<file path="src/rtl/uart_fifo_arb_pkg.sv">
// rtl/uart_fifo_arb_pkg.sv - shared types and width helpers for the UART-to-FIFO write arbiter
// Contents:
//   state_t      - arbiter FSM states (ST_PAD is reached only when UART_FIFO_ARB_PAD_EN is defined)
//   cnt_width    - bits needed to index n items, never less than 1
//   beat_width   - beat counter width for a given BEATS
//   stall_width  - stall counter width able to hold the value TIMEOUT
package uart_fifo_arb_pkg;

  typedef enum logic [1:0] {
    ST_IDLE = 2'd0,
    ST_LOCK = 2'd1,
    ST_PAD  = 2'd2
  } state_t;

  function automatic int cnt_width(input int unsigned n);
    return (n <= 1) ? 1 : $clog2(n);
  endfunction

  function automatic int beat_width(input int unsigned beats);
    return cnt_width(beats);
  endfunction

  function automatic int stall_width(input int unsigned timeout);
    return cnt_width(timeout + 1);
  endfunction

endpackage

</file>
<file path="src/rtl/rr_arbiter.sv">
// rtl/rr_arbiter.sv - combinational round-robin picker
// Ports:
//   req        in  N      request vector
//   last_grant in  IDX_W  index of the most recently served requester
//   grant      out N      one-hot pick, first set req bit searching upward from last_grant+1
//                         (wrapping); all zero when req is zero
module rr_arbiter
  import uart_fifo_arb_pkg::*;
#(
  parameter int N     = 4,
  parameter int IDX_W = cnt_width(N)
) (
  input  logic [N-1:0]     req,
  input  logic [IDX_W-1:0] last_grant,
  output logic [N-1:0]     grant
);

  logic             found;
  logic [IDX_W-1:0] idx;

  always_comb begin
    grant = '0;
    found = 1'b0;
    idx   = '0;
    // Offset 1..N from the last winner, so the last winner itself is checked last.
    for (int i = 1; i <= N; i++) begin
      idx = IDX_W'((int'(last_grant) + i) % N);
      if (!found && req[idx]) begin
        grant[idx] = 1'b1;
        found      = 1'b1;
      end
    end
  end

endmodule

</file>
<file path="src/rtl/uart_fifo_arbiter.sv">
// rtl/uart_fifo_arbiter.sv - round-robin arbiter feeding BEATS-word bursts into the FIFO write port
// Build option: UART_FIFO_ARB_PAD_EN adds a stall counter and the PAD state, which fills a
// stalled partial word with PAD_VALUE after TIMEOUT idle LOCK cycles.
// Ports:
//   clk, rst_n    clock, synchronous active-low reset
//   req_valid_i   per-requester valid            req_data_i   packed requester words
//   req_ready_o   per-requester accept           fifo_data_o  word to FIFO
//   fifo_valid_o  FIFO write valid               fifo_ready_i FIFO write ready
//   grant_o       one-hot owner, 0 when idle     busy_o       not in IDLE
//   pad_event_o   one-cycle pulse on PAD entry
module uart_fifo_arbiter
  import uart_fifo_arb_pkg::*;
#(
  parameter int          NUM_REQ    = 4,
  parameter int          DATA_WIDTH = 8,
  parameter int          BEATS      = 4,
  parameter int          TIMEOUT    = 1023,
  parameter int unsigned PAD_VALUE  = 8'h00
) (
  input  logic                          clk,
  input  logic                          rst_n,
  input  logic [NUM_REQ-1:0]            req_valid_i,
  input  logic [NUM_REQ*DATA_WIDTH-1:0] req_data_i,
  output logic [NUM_REQ-1:0]            req_ready_o,
  output logic [DATA_WIDTH-1:0]         fifo_data_o,
  output logic                          fifo_valid_o,
  input  logic                          fifo_ready_i,
  output logic [NUM_REQ-1:0]            grant_o,
  output logic                          busy_o,
  output logic                          pad_event_o
);

  localparam int IDX_W  = cnt_width(NUM_REQ);
  localparam int BEAT_W = beat_width(BEATS);
  localparam logic [BEAT_W-1:0] LAST_BEAT = BEAT_W'(BEATS - 1);

  if (NUM_REQ < 2 || NUM_REQ > 8 || BEATS < 2 || (BEATS & (BEATS - 1)) != 0 ||
      TIMEOUT < 1 || (PAD_VALUE >> DATA_WIDTH) != 0) begin : g_bad_cfg
    $error("uart_fifo_arbiter: unsupported parameter set");
  end

  state_t              state;
  logic [IDX_W-1:0]    owner;
  logic [IDX_W-1:0]    last_grant;
  logic [BEAT_W-1:0]   beat;
  logic [NUM_REQ-1:0]  pick;
  logic [IDX_W-1:0]    pick_idx;
  logic                hs;
  logic [DATA_WIDTH-1:0] req_word [NUM_REQ];

  for (genvar k = 0; k < NUM_REQ; k++) begin : g_unpack
    assign req_word[k] = req_data_i[k*DATA_WIDTH +: DATA_WIDTH];
  end

  rr_arbiter #(
    .N     (NUM_REQ),
    .IDX_W (IDX_W)
  ) u_rr (
    .req        (req_valid_i),
    .last_grant (last_grant),
    .grant      (pick)
  );

  always_comb begin
    pick_idx = '0;
    for (int k = 0; k < NUM_REQ; k++) begin
      if (pick[k]) pick_idx = IDX_W'(k);
    end
  end

  // Pass-through: the FIFO sees the owner directly so a beat can land in the first LOCK cycle.
  always_comb begin
    fifo_valid_o = 1'b0;
    fifo_data_o  = '0;
    req_ready_o  = '0;
    if (state == ST_LOCK) begin
      fifo_valid_o       = req_valid_i[owner];
      fifo_data_o        = req_word[owner];
      req_ready_o[owner] = fifo_ready_i;
    end
`ifdef UART_FIFO_ARB_PAD_EN
    else if (state == ST_PAD) begin
      fifo_valid_o = 1'b1;
      fifo_data_o  = DATA_WIDTH'(PAD_VALUE);
    end
`endif
  end

  assign hs     = fifo_valid_o & fifo_ready_i;
  assign busy_o = (state != ST_IDLE);

`ifdef UART_FIFO_ARB_PAD_EN
  localparam int STALL_W = stall_width(TIMEOUT);
  localparam logic [STALL_W-1:0] STALL_LAST = STALL_W'(TIMEOUT - 1);
  logic [STALL_W-1:0] stall;
  logic               pad_event_q;
  assign pad_event_o = pad_event_q;
`else
  assign pad_event_o = 1'b0;
`endif

  // BEATS is a power of two, so beat + 1 wraps to 0 on the last beat by itself.
  always_ff @(posedge clk) begin
    if (!rst_n) begin
      state      <= ST_IDLE;
      grant_o    <= '0;
      owner      <= '0;
      beat       <= '0;
      last_grant <= IDX_W'(NUM_REQ - 1);
`ifdef UART_FIFO_ARB_PAD_EN
      stall       <= '0;
      pad_event_q <= 1'b0;
`endif
    end else begin
`ifdef UART_FIFO_ARB_PAD_EN
      pad_event_q <= 1'b0;
`endif
      case (state)
        ST_IDLE: begin
          if (|req_valid_i) begin
            state   <= ST_LOCK;
            grant_o <= pick;
            owner   <= pick_idx;
            beat    <= '0;
`ifdef UART_FIFO_ARB_PAD_EN
            stall   <= '0;
`endif
          end
        end
        ST_LOCK: begin
          if (hs) begin
`ifdef UART_FIFO_ARB_PAD_EN
            stall <= '0;
`endif
            beat <= beat + 1'b1;
            if (beat == LAST_BEAT) begin
              state      <= ST_IDLE;
              grant_o    <= '0;
              last_grant <= owner;
            end
          end
`ifdef UART_FIFO_ARB_PAD_EN
          else if (stall == STALL_LAST) begin
            stall <= '0;
            if (beat != '0) begin
              state       <= ST_PAD;
              pad_event_q <= 1'b1;
            end else begin
              // Nothing was written yet: give up the lock without charging this requester a turn.
              state   <= ST_IDLE;
              grant_o <= '0;
            end
          end else begin
            stall <= stall + 1'b1;
          end
`endif
        end
`ifdef UART_FIFO_ARB_PAD_EN
        ST_PAD: begin
          if (fifo_ready_i) begin
            beat <= beat + 1'b1;
            if (beat == LAST_BEAT) begin
              state      <= ST_IDLE;
              grant_o    <= '0;
              last_grant <= owner;
            end
          end
        end
`endif
        default: begin
          state   <= ST_IDLE;
          grant_o <= '0;
        end
      endcase
    end
  end

endmodule

</file>
<file path="config.mk">
export PLATFORM = sky130hd
export DESIGN_NAME = uart_fifo_arbiter
export DESIGN_NICKNAME = d
export VERILOG_FILES = /design/src/rtl/uart_fifo_arb_pkg.sv /design/src/rtl/rr_arbiter.sv /design/src/rtl/uart_fifo_arbiter.sv
export SDC_FILE = /design/constraint.sdc
export NUM_CORES = 1
export LEC_CHECK = 0
export ABC_CLOCK_PERIOD_IN_PS = 3400
export BUFFER_PORTS_ARGS = -buffer_cell sky130_fd_sc_hd__buf_2
export CORE_ASPECT_RATIO = 1.2
export CORE_MARGIN = 2
export CORE_UTILIZATION = 47
export CTS_BUF_LIST = sky130_fd_sc_hd__clkbuf_4 sky130_fd_sc_hd__clkbuf_8
export CTS_CLUSTER_DIAMETER = 50
export DETAILED_ROUTE_END_ITERATION = 7
export GPL_ROUTABILITY_DRIVEN = 0
export MAX_ROUTING_LAYER = met4
export PLACE_DENSITY = 0.82
export SETUP_SLACK_MARGIN = 0.4
export SYNTH_ARGS = -nofsm -noshare
export SYNTH_HDL_FRONTEND = slang
export SYNTH_HIERARCHICAL = 1
export SYNTH_SLANG_ARGS = --single-unit
</file>
<file path="constraint.sdc">
create_clock -name clk -period 3.4 [get_ports clk]
set_input_delay 0.17 -clock clk [delete_from_list [all_inputs] [get_ports clk]]
set_output_delay 0.17 -clock clk [all_outputs]
set_load 0.02 [all_outputs]
</file>
==> flow_summary.json <==
{
  "grt_antenna_before_repair": 0,
  "cts_tree": "done",
  "yosysMostFrequentCell": "nand2_1",
  "clkPwrFrac_pct": 22.5,
  "switching_share_pct": 36.0,
  "p_seq_share_pct": 38.3,
  "p_sw_w": 0.000155,
  "critPathRequiredTime_ps": 3550,
  "cts_sinks": 11,
  "via_count": 1131,
  "hpwlAfterDp_mm": 2.55,
  "worstPathCellList": "inv_1 -> ha_1 -> mux4_1 -> nor4b_4 -> nand2_1 -> o211ai_1 -> inv_1 -> a2111oi_1 -> a211oi_1",
  "yosys_most_used_dff": "dfxtp_1",
  "synth_cell_type_count": 33,
  "die_area_um2": 2890,
  "grt_max_degree": 24,
  "overflow": 0,
  "rsz0062_at_grt": "false",
  "maxCapViolations": 0,
  "via_per_inst": 5.60,
  "die_x_um": 49.4,
  "p_comb_share_pct": 39.3,
  "synth_nets": 167,
  "syn_area_um2": 1160,
  "arrival_ps": 2850,
  "syn_area_per_cell_um2": 9.78,
  "outcome": "finished, final reports clean",
  "drtAntennaViolNets": 0,
  "fin_crit_sh_pct": 79.6,
  "crit_top_cell": "inv_1",
  "cts-buffers-inserted": 3,
  "routed_wl_mm": 3.18,
  "drt-initial-drc-count": 31,
  "die_h_um": 58.5,
  "postSynthCellCount": 119,
  "hp-class": "primary input to flip-flop",
  "antennaDiodeCount": 0,
  "first_pass_iters": 4,
  "fin_nets": 220,
  "slowest_delay_ps": 630,
  "endpoint_kind": "flip-flop",
  "place_area_um2": 1440,
  "drcViolationCount": 0,
  "cp_max_fo": 10,
  "powerDensity_nw_per_um2": 293,
  "drt-wirelength-per-cell_um": 15.7,
  "grt_pass1_wl_mm": 4.99,
  "design_area_um2": 1470,
  "htreeDepth": 1,
  "p_leak_nw": 0.718,
  "initial_core_util_pct": 49.9,
  "r2r_slack_ps": 690,
  "synth_edf_count": 0,
  "synthArstFlopShare_pct": 0,
  "core_um2": 2330,
  "yosysTopAreaCell": "mux4_2",
  "drv_slew": 0,
  "gr-usage-all-layers_pct": 22.5,
  "criticalPathCategory": "flip-flop to flip-flop",
  "clock_skew_ps": 2.34,
  "root_buffer": "clkbuf_4",
  "worst_pin_slew_ps": 816,
  "synth_common_cells": "nand2_1, dfxtp_1, mux4_2",
  "ys_top_cells_by_area": "mux4_2, dfxtp_1, ha_1",
  "p_int_w": 0.000276,
  "ys_ff_latch": 11,
  "cp-start-kind": "flip-flop",
  "period_needed_ps": 2710,
  "synth_seq_area_share_pct": 18.9,
  "ir_drop_mv": 0.275,
  "hold_viol_final": 0,
  "max_slew_margin_pct": 45.1,
  "port-buffer-count": 56,
  "synth_top_area_share_pct": 21.3,
  "whs_ps": 277,
  "yosysWarnings": 6,
  "crit_slowest_cell": "mux4_1",
  "worstSkewPairLatency_ps": 270,
  "clock.fmax_mhz": 369,
  "ios": 58,
  "path_clk_slew_ps": 70,
  "first_global_vias": 1143,
  "cts_buffer_depth": 2,
  "area_delta_synth_final_pct": 26.6,
  "row_count": 19,
  "tns_ps": 0,
  "setup_viol": 0,
  "drive_gt1_share_pct": 44.4
}
## power groups by stage
stage / sequential, W / clock (W) / combinational [W]
finish: 0.000165 / 0.0000970 / 0.000169
global route: 0.000169 / 0.000105 / 0.000181
CTS: 0.000166 / 0.0000998 / 0.000169
detailed placement: 0.000169 / 0 / 0.000169
global placement: 0.000167 / 0 / 0.000163
floorplan: 0.000154 / 0 / 0.000127
## flip-flops by register name, summed over array words and instances (netlist names)
signal and flops:
grant_o 4, state 1, beat 2, owner 2, last_grant 2
## critical path, delay by kind of cell (launching register included)
family / cells / cell delay (ps)
buf+inv: 2 / 200
fa+ha+maj: 1 / 340
simple gates: 2 / 410
flops: 1 / 420
compound gates: 3 / 580
mux: 1 / 630
## logic make-up after synthesis
kind of cell | after synthesis | synth area share [%]
mux | 15 | 27.5
flops | 11 | 18.9
other cells | 1 | 0.322
simple gates | 44 | 22.6
fa+ha+maj | 9 | 9.68
buf+inv | 18 | 7.20
compound gates | 21 | 13.8
## final timing paths
kind / from / end / depth (start not counted)
min reg2reg: grant_o[1]$_SDFFE_PN0P_ / grant_o[1]$_SDFFE_PN0P_ / 1
max reg2reg: last_grant[0]$_SDFFE_PN1P_ / owner[0]$_SDFFE_PN0P_ / 9
min: rst_n / state[0]$_SDFFE_PN0P_ / 3
max: last_grant[0]$_SDFFE_PN1P_ / owner[0]$_SDFFE_PN0P_ / 9
## timing repair
| action | CTS | global route |
|---|---|---|
| pin swaps | 0 | 0 |
| resized for setup | 1 | 3 |
| buffers inserted | 0 | 0 |
| setup endpoints to repair | 1 | 1 |
| endpoints found under the hold margin | 0 | 0 |
| hold buffers | 0 | 0 |
## final cells by class
type	instances	area [µm²]
Sequential cell	11	225
Clock buffer	4	30.0
Inverter	10	37.5
Timing Repair Buffer	56	280
Multi-Input combinational cell	90	861
Tap cell	31	38.8
Fill cell	208	857
## per-layer routing
metal	up-vias	global-route usage, %	wire length [µm]
met5	-	-	0
met4	0	8.33	28
met3	3	2.54	156
met2	37	44.0	1750
met1	540	22.8	1240
li1	551	-	-
## through the flow
step | setup WS, ps | cells | utilization (%) | total power, W
2_1_floorplan | 739 | 119 | - | 0.000281
3_3_place_gp | 625 | 198 | 61.7 | 0.000331
3_5_place_dp | 400 | 198 | 61.7 | 0.000338
4_1_cts | 544 | 202 | 63.0 | 0.000435
5_1_grt | 471 | 202 | 63.2 | 0.000455
6_report | 694 | 202 | 63.2 | 0.000432
## placed cells by master, fill, tap and decap left out, drive strengths merged, types with 5 or more instances in the layout
cell type,netlist,final
inv,10,10
o211ai,6,6
and2,10,10
buf,4,56
ha,9,9
mux4,13,13
nor3,5,5
dfxtp,11,11
nand2,12,12
No activity file was read; power rests on OpenSTA's default activity.
